File: src/rtl/load_align_unit.sv
// load_align_unit: load completion block. Takes address-generated loads,
// issues word-aligned D-cache requests, matches in-order responses back to
// their load-queue entries, aligns and extends the addressed data and writes
// results back in program order.
// Optional feature macro: LOAD_ALIGN_MISALIGN_TRAP_EN (misaligned loads are
// not sent to the D-cache and write back with wb_exc_o set).
module load_align_unit #(
    parameter int DEPTH = 4,
    parameter int TAG_W = 7
) (
    input  logic             clk,
    input  logic             reset,
    input  logic             flush_i,
    input  logic             req_valid_i,
    output logic             req_ready_o,
    input  logic [31:0]      req_addr_i,
    input  logic [1:0]       req_size_i,
    input  logic             req_sign_i,
    input  logic [TAG_W-1:0] req_tag_i,
    output logic             dc_req_valid_o,
    input  logic             dc_req_ready_i,
    output logic [31:0]      dc_req_addr_o,
    input  logic             dc_rsp_valid_i,
    input  logic [31:0]      dc_rsp_data_i,
    output logic             wb_valid_o,
    input  logic             wb_ready_i,
    output logic [31:0]      wb_data_o,
    output logic [TAG_W-1:0] wb_tag_o,
    output logic             wb_exc_o
);

    localparam int PTR_W  = $clog2(DEPTH);
    localparam int CNT_W  = PTR_W + 1;
    // Repeated flushes can stack stale responses beyond one queue's worth.
    localparam int DROP_W = PTR_W + 3;

    // Load queue payload
    logic [1:0]       off_q  [DEPTH];
    logic [1:0]       size_q [DEPTH];
    logic             sign_q [DEPTH];
    logic [TAG_W-1:0] tag_q  [DEPTH];
    logic [31:0]      data_q [DEPTH];
    logic [DEPTH-1:0] done_q;

    // Load queue / issue queue control
    logic [PTR_W-1:0]  head_q, head_d, tail_q, tail_d;
    logic [CNT_W-1:0]  count_q, count_d;
    logic [PTR_W-1:0]  iq_mem [DEPTH];
    logic [PTR_W-1:0]  iq_rd_q, iq_rd_d, iq_wr_q, iq_wr_d;
    logic [CNT_W-1:0]  iq_cnt_q, iq_cnt_d;
    logic [DROP_W-1:0] drop_cnt_q, drop_cnt_d;

    // One-entry D-cache request register
    logic              rq_vld_q;
    logic [31:0]       rq_addr_q;
    logic [PTR_W-1:0]  rq_idx_q;

    logic full, dc_hs, accept, retire, rsp_take, rsp_drop, misal;

    // Select the addressed byte/halfword/word and extend it to 32 bits.
    function automatic logic [31:0] align_ext(input logic [31:0] word,
                                              input logic [1:0]  off,
                                              input logic [1:0]  size,
                                              input logic        sgn);
        logic signed [7:0]  b;
        logic signed [15:0] h;
        logic [31:0]        r;
        b = word[{off, 3'b000} +: 8];
        h = off[1] ? word[31:16] : word[15:0];
        case (size)
            2'b00:   r = sgn ? 32'(b) : {24'h0, b};
            2'b01:   r = sgn ? 32'(h) : {16'h0, h};
            default: r = word;
        endcase
        return r;
    endfunction

`ifdef LOAD_ALIGN_MISALIGN_TRAP_EN
    logic exc_q [DEPTH];
    assign misal = (req_size_i == 2'b01 && req_addr_i[0]) ||
                   (req_size_i[1] && req_addr_i[1:0] != 2'b00);
    assign wb_exc_o = wb_valid_o & exc_q[head_q];
`else
    assign misal    = 1'b0;
    assign wb_exc_o = 1'b0;
`endif

    assign full        = (count_q == CNT_W'(DEPTH));
    assign dc_hs       = rq_vld_q && dc_req_ready_i;
    assign req_ready_o = !full && (!rq_vld_q || dc_hs);
    assign accept      = req_valid_i && req_ready_o && !flush_i;
    assign retire      = done_q[head_q] && wb_ready_i && !flush_i;
    assign rsp_drop    = dc_rsp_valid_i && (drop_cnt_q != '0);
    assign rsp_take    = dc_rsp_valid_i && (drop_cnt_q == '0) &&
                         (iq_cnt_q != '0) && !flush_i;

    assign dc_req_valid_o = rq_vld_q;
    assign dc_req_addr_o  = rq_addr_q;
    assign wb_valid_o     = done_q[head_q];
    assign wb_data_o      = wb_valid_o ? data_q[head_q] : 32'h0;
    assign wb_tag_o       = wb_valid_o ? tag_q[head_q] : '0;

    // Next-state for pointers, occupancy counts and the stale-response counter.
    always_comb begin
        head_d     = head_q;
        tail_d     = tail_q;
        count_d    = count_q;
        iq_rd_d    = iq_rd_q;
        iq_wr_d    = iq_wr_q;
        iq_cnt_d   = iq_cnt_q;
        drop_cnt_d = drop_cnt_q;
        if (flush_i) begin
            head_d   = '0;
            tail_d   = '0;
            count_d  = '0;
            iq_rd_d  = '0;
            iq_wr_d  = '0;
            iq_cnt_d = '0;
            // Everything still owed by the D-cache becomes stale; a response
            // arriving at this edge pays off one of them.
            drop_cnt_d = drop_cnt_q + DROP_W'(iq_cnt_q) + DROP_W'(dc_hs)
                       - DROP_W'(dc_rsp_valid_i && (drop_cnt_q != '0 || iq_cnt_q != '0));
        end else begin
            if (accept)   tail_d  = tail_q + PTR_W'(1);
            if (retire)   head_d  = head_q + PTR_W'(1);
            if (dc_hs)    iq_wr_d = iq_wr_q + PTR_W'(1);
            if (rsp_take) iq_rd_d = iq_rd_q + PTR_W'(1);
            count_d  = count_q + CNT_W'(accept) - CNT_W'(retire);
            iq_cnt_d = iq_cnt_q + CNT_W'(dc_hs) - CNT_W'(rsp_take);
            if (rsp_drop) drop_cnt_d = drop_cnt_q - DROP_W'(1);
        end
    end

    // Control state registers.
    always_ff @(posedge clk) begin
        if (reset) begin
            head_q     <= '0;
            tail_q     <= '0;
            count_q    <= '0;
            iq_rd_q    <= '0;
            iq_wr_q    <= '0;
            iq_cnt_q   <= '0;
            drop_cnt_q <= '0;
        end else begin
            head_q     <= head_d;
            tail_q     <= tail_d;
            count_q    <= count_d;
            iq_rd_q    <= iq_rd_d;
            iq_wr_q    <= iq_wr_d;
            iq_cnt_q   <= iq_cnt_d;
            drop_cnt_q <= drop_cnt_d;
        end
    end

    // D-cache request register: loaded on accept, freed on handshake.
    always_ff @(posedge clk) begin
        if (reset) begin
            rq_vld_q  <= 1'b0;
            rq_addr_q <= 32'h0;
            rq_idx_q  <= '0;
        end else if (flush_i) begin
            rq_vld_q <= 1'b0;
        end else if (accept && !misal) begin
            rq_vld_q  <= 1'b1;
            rq_addr_q <= {req_addr_i[31:2], 2'b00};
            rq_idx_q  <= tail_q;
        end else if (dc_hs) begin
            rq_vld_q <= 1'b0;
        end
    end

    // Per-entry done flags: set by response (or trapped allocate), cleared on retire.
    always_ff @(posedge clk) begin
        if (reset || flush_i) begin
            done_q <= '0;
        end else begin
            if (retire)   done_q[head_q] <= 1'b0;
            if (rsp_take) done_q[iq_mem[iq_rd_q]] <= 1'b1;
            if (accept)   done_q[tail_q] <= misal;
        end
    end

    // Entry payload and issue-queue storage.
    always_ff @(posedge clk) begin
        if (accept) begin
            off_q[tail_q]  <= req_addr_i[1:0];
            size_q[tail_q] <= req_size_i;
            sign_q[tail_q] <= req_sign_i;
            tag_q[tail_q]  <= req_tag_i;
            data_q[tail_q] <= 32'h0;
`ifdef LOAD_ALIGN_MISALIGN_TRAP_EN
            exc_q[tail_q]  <= misal;
`endif
        end
        if (rsp_take) begin
            data_q[iq_mem[iq_rd_q]] <= align_ext(dc_rsp_data_i, off_q[iq_mem[iq_rd_q]],
                                                 size_q[iq_mem[iq_rd_q]],
                                                 sign_q[iq_mem[iq_rd_q]]);
        end
        if (dc_hs && !flush_i) begin
            iq_mem[iq_wr_q] <= rq_idx_q;
        end
    end

endmodule

File: config.mk
export PLATFORM = sky130hd
export DESIGN_NAME = load_align_unit
export DESIGN_NICKNAME = d
export VERILOG_FILES = /design/src/rtl/load_align_unit.sv
export SDC_FILE = /design/constraint.sdc
export NUM_CORES = 1
export LEC_CHECK = 0
export CORE_MARGIN = 5
export CORE_UTILIZATION = 59
export DETAILED_ROUTE_END_ITERATION = 16
export GPL_TIMING_DRIVEN = 0
export PLACE_DENSITY = 0.87
export SLEW_MARGIN = 20
export SYNTH_ARGS = -nofsm -noshare
export SYNTH_HDL_FRONTEND = slang
export SYNTH_SLANG_ARGS = --single-unit
File: constraint.sdc
create_clock -name clk -period 9.6 [get_ports clk]
set_input_delay 1.44 -clock clk [delete_from_list [all_inputs] [get_ports clk]]
set_output_delay 1.44 -clock clk [all_outputs]
set_load 0.1 [all_outputs]
==> flow_summary.json <==
{
  "dieArea_mm2": 0.02138,
  "fin_skew_ps": 9.868,
  "cts_resized": 0,
  "finalHoldViolations": 0,
  "synthCells": 844,
  "fp.dieW_um": 146.2,
  "period_minus_slack_ps": 5674,
  "clkTransAtPathRegs_ps": 60,
  "power_leakage_nw": 4.684,
  "cts_setup_buffers": 0,
  "timing.critical_path.arrival_ps": 4230,
  "multi_input_area_mm2": 0.003877,
  "via_count": 7662,
  "critPathBufInv": 3,
  "yosys_warnings": 0,
  "netlist.area_leader.share_pct": 50.47,
  "clock-sinks": 244,
  "cts_tree": "built",
  "grt_use_total_pct": 25.05,
  "tightest_slew_ps": 1022,
  "drv_cap": 0,
  "drive_above_1_share_pct": 11.58,
  "finalWirelength_um": 27020,
  "start_util_pct": 60.53,
  "synth_seq_cells": 244,
  "fin_util_pct": 75.03,
  "die_y_um": 146.2,
  "fillers": 1107,
  "crit_family": "buffers and inverters",
  "root_buffer": "clkbuf_16",
  "area_delta_synth_final_pct": 23.97,
  "min_path_type": "reg -> reg",
  "timing.final.max_slew_violations": 0,
  "gp_congestion": 0.8650,
  "max_stage_delay_ps": 970,
  "final_nets": 1136,
  "synth.distinct_cells": 46,
  "antenna_found_initial": 0,
  "core_region_area_mm2": 0.01809,
  "first_pass_iters": 5,
  "regArea_mm2": 0.006726,
  "synthTopCellsByArea": "edfxtp_1, dfxtp_1, mux4_2, a21oi_1, nand2_1",
  "rsz0062_at_grt": "no",
  "synth_seq_area_share_pct": 61.45,
  "r2r_setup_slack_ps": 6090,
  "slew_headroom_pct": 31.84,
  "synth_top_area_cell": "edfxtp_1",
  "worst_setup_path_start_kind": "flop",
  "synth_top_flop_cell": "edfxtp_1",
  "crit_type": "reg -> out",
  "clk_latency_ps": 510,
  "synth-edff-count": 184,
  "grt_pass1_wl_um": 42910,
  "dp_hpwl_um": 18900,
  "finalCritPeriodShare_pct": 59.10,
  "gr-total-overflow": 0,
  "finalSetupViolCount": 0,
  "first_global_vias": 7901,
  "diodes": 0,
  "first_iter_violations": 720,
  "run_status": "finished clean",
  "wl_per_cell_um": 21.20,
  "ioPinCount": 156,
  "async_reset_ff_share_pct": 0,
  "port_buffers": 151,
  "htree_num_levels": 1,
  "viasPerCell": 6.014,
  "fin_setup_tns_ps": 0,
  "min_path_cells": 2,
  "ir_worst_vdd_uv": 149.9,
  "crit_required_ps": 8160,
  "path_cells": "buf_1 > clkbuf_1 > mux4_2 > and2_1 > clkdlybuf4s50_1",
  "holdBufCountCts": 0,
  "cp-end-kind": "primary output",
  "path_max_fanout": 10,
  "slowest_stage": "clkdlybuf4s50_1",
  "drc": 0,
  "power_density_mw_per_mm2": 171.6,
  "syn_area_per_cell_um2": 12.97,
  "numCtsBuffers": 24,
  "postRouteAntennaNets": 0,
  "crit_cells": 5,
  "max_freq_mhz": 176.2,
  "cts_buffer_depth": 3,
  "reg2reg_depth": 16,
  "synth_area_mm2": 0.01095,
  "grt_max_degree": 26,
  "rows": 49
}
[cell usage after synthesis, types with 9 or more instances]
| master | count |
|---|---|
| a21oi_1 | 102 |
| and2_1 | 50 |
| buf_2 | 9 |
| clkbuf_1 | 36 |
| dfxtp_1 | 60 |
| edfxtp_1 | 184 |
| ha_1 | 24 |
| inv_1 | 28 |
| mux2i_1 | 12 |
| mux4_2 | 43 |
| nand2_1 | 100 |
| nand2b_1 | 9 |
| nor2_1 | 88 |
| xnor2_1 | 11 |
[worst reg2reg max path: cells and delay by family, from the launching register on]
| kind | cells | cell delay (ps) |
|---|---|---|
| simple gates | 5 | 1050 |
| buf+inv | 3 | 280 |
| fa+ha+maj | 4 | 1020 |
| xor+xnor | 1 | 140 |
| flops | 1 | 320 |
| compound gates | 3 | 570 |
[registers in the layout (all words and copies together) (netlist names), named ones only]
name,cells
count_q,3
data_q,128
dc_req_addr_o,30
dc_req_valid_o,1
done_q,4
drop_cnt_q,5
head_q,2
iq_cnt_q,3
iq_mem,8
iq_rd_q,2
iq_wr_q,2
off_q,8
rq_idx_q,2
sign_q,4
size_q,8
tag_q,28
tail_q,2
[through the flow]
stage	hold slack [ps]	instance area (um^2)	total power, mW	setup slack (ps)	cells
global placement	441.2	12750	1.471	4000	1226
finish	452.1	13570	2.329	3926	1274
floorplan	441.3	10950	1.388	3239	846
detailed placement	447.2	12860	1.484	4449	1230
global route	474.6	13570	2.420	3720	1274
CTS	454.6	13570	2.336	3882	1274
[where the power goes]
group | internal, mW | switching, mW | total, mW
logic | 0.122 | 0.178 | 0.300
registers | 1.15 | 0.0137 | 1.16
clock network | 0.488 | 0.376 | 0.864
[logic make-up (layout without fill, tap and decap cells)]
family / count (synthesis) / in the layout / share of synthesized area (%)
other: 1 / 3 / 0.03426
multiplexers: 70 / 70 / 11.90
AND/OR/NAND/NOR: 271 / 271 / 11.27
flip-flops: 244 / 244 / 61.45
XOR/XNOR: 15 / 15 / 1.200
buffers and inverters: 84 / 283 / 3.292
AO/OA/AOI/OAI: 131 / 131 / 7.384
adder cells (fa/ha/maj): 28 / 28 / 3.475
[area by class of cell]
| type | instances | share of cell area, % |
|---|---|---|
| multi-input cells | 518 | 28.57 |
| clock inverters | 6 | 0.2121 |
| repair buffers | 155 | 11.84 |
| plain buffers | 56 | 1.881 |
| inverters | 28 | 0.7745 |
| clock buffers | 38 | 5.043 |
| flip-flops and latches | 244 | 49.57 |
| well taps | 229 | 2.111 |
[path summary, 6_finish.rpt]
| path | start | endpoint |
|---|---|---|
| max reg2reg | drop_cnt_q[0]$_SDFFE_PP0P_ | drop_cnt_q[4]$_SDFFE_PP0P_ |
| max | flop | wb_data_o[29] |
| min reg2reg | dc_req_addr_o[7]$_SDFFE_PP0P_ | dc_req_addr_o[7]$_SDFFE_PP0P_ |
| min | dc_req_addr_o[7]$_SDFFE_PP0P_ | dc_req_addr_o[7]$_SDFFE_PP0P_ |
[cells in the final DEF (no fill, tap or decap), types with 3 or more instances in the layout]
| cell type | netlist | layout |
|---|---|---|
| mux2i_2 | 3 | 3 |
| fa_1 | 4 | 4 |
| clkinv_2 | 0 | 5 |
| xnor2_1 | 11 | 11 |
| edfxtp_1 | 184 | 184 |
| conb_1 | 1 | 3 |
| nand3b_1 | 4 | 4 |
| nor2b_1 | 3 | 3 |
| a211oi_1 | 6 | 6 |
| nor2_1 | 88 | 88 |
| a221oi_2 | 7 | 7 |
| nand2_1 | 100 | 100 |
| dfxtp_1 | 60 | 60 |
| inv_1 | 28 | 28 |
| clkbuf_1 | 36 | 48 |
| mux2i_1 | 12 | 12 |
| nor3_1 | 6 | 6 |
| nand3_1 | 4 | 4 |
| buf_2 | 9 | 9 |
| ha_1 | 24 | 24 |
| clkdlybuf4s50_1 | 0 | 151 |
| a21oi_1 | 102 | 102 |
| mux2_1 | 6 | 6 |
| nand2b_2 | 0 | 4 |
| buf_4 | 3 | 3 |
| mux2i_4 | 3 | 3 |
| clkbuf_16 | 0 | 25 |
| buf_1 | 5 | 5 |
| a222oi_1 | 7 | 7 |
| xor2_1 | 4 | 4 |
| and2_1 | 50 | 50 |
| buf_6 | 3 | 3 |
| nand2b_1 | 9 | 5 |
| mux4_2 | 43 | 43 |
[per-layer routing]
metal	vias up	routed length [um]	share of wire (%)	GRT usage [%]
met1	3713	9657	36	31.69
met2	478	13780	51	43.76
met4	0	821	3.0	7.761
met5	-	0	0	0
li1	3401	-	-	-
met3	70	2757	10	5.113
No activity file was read; power rests on OpenSTA's default activity.
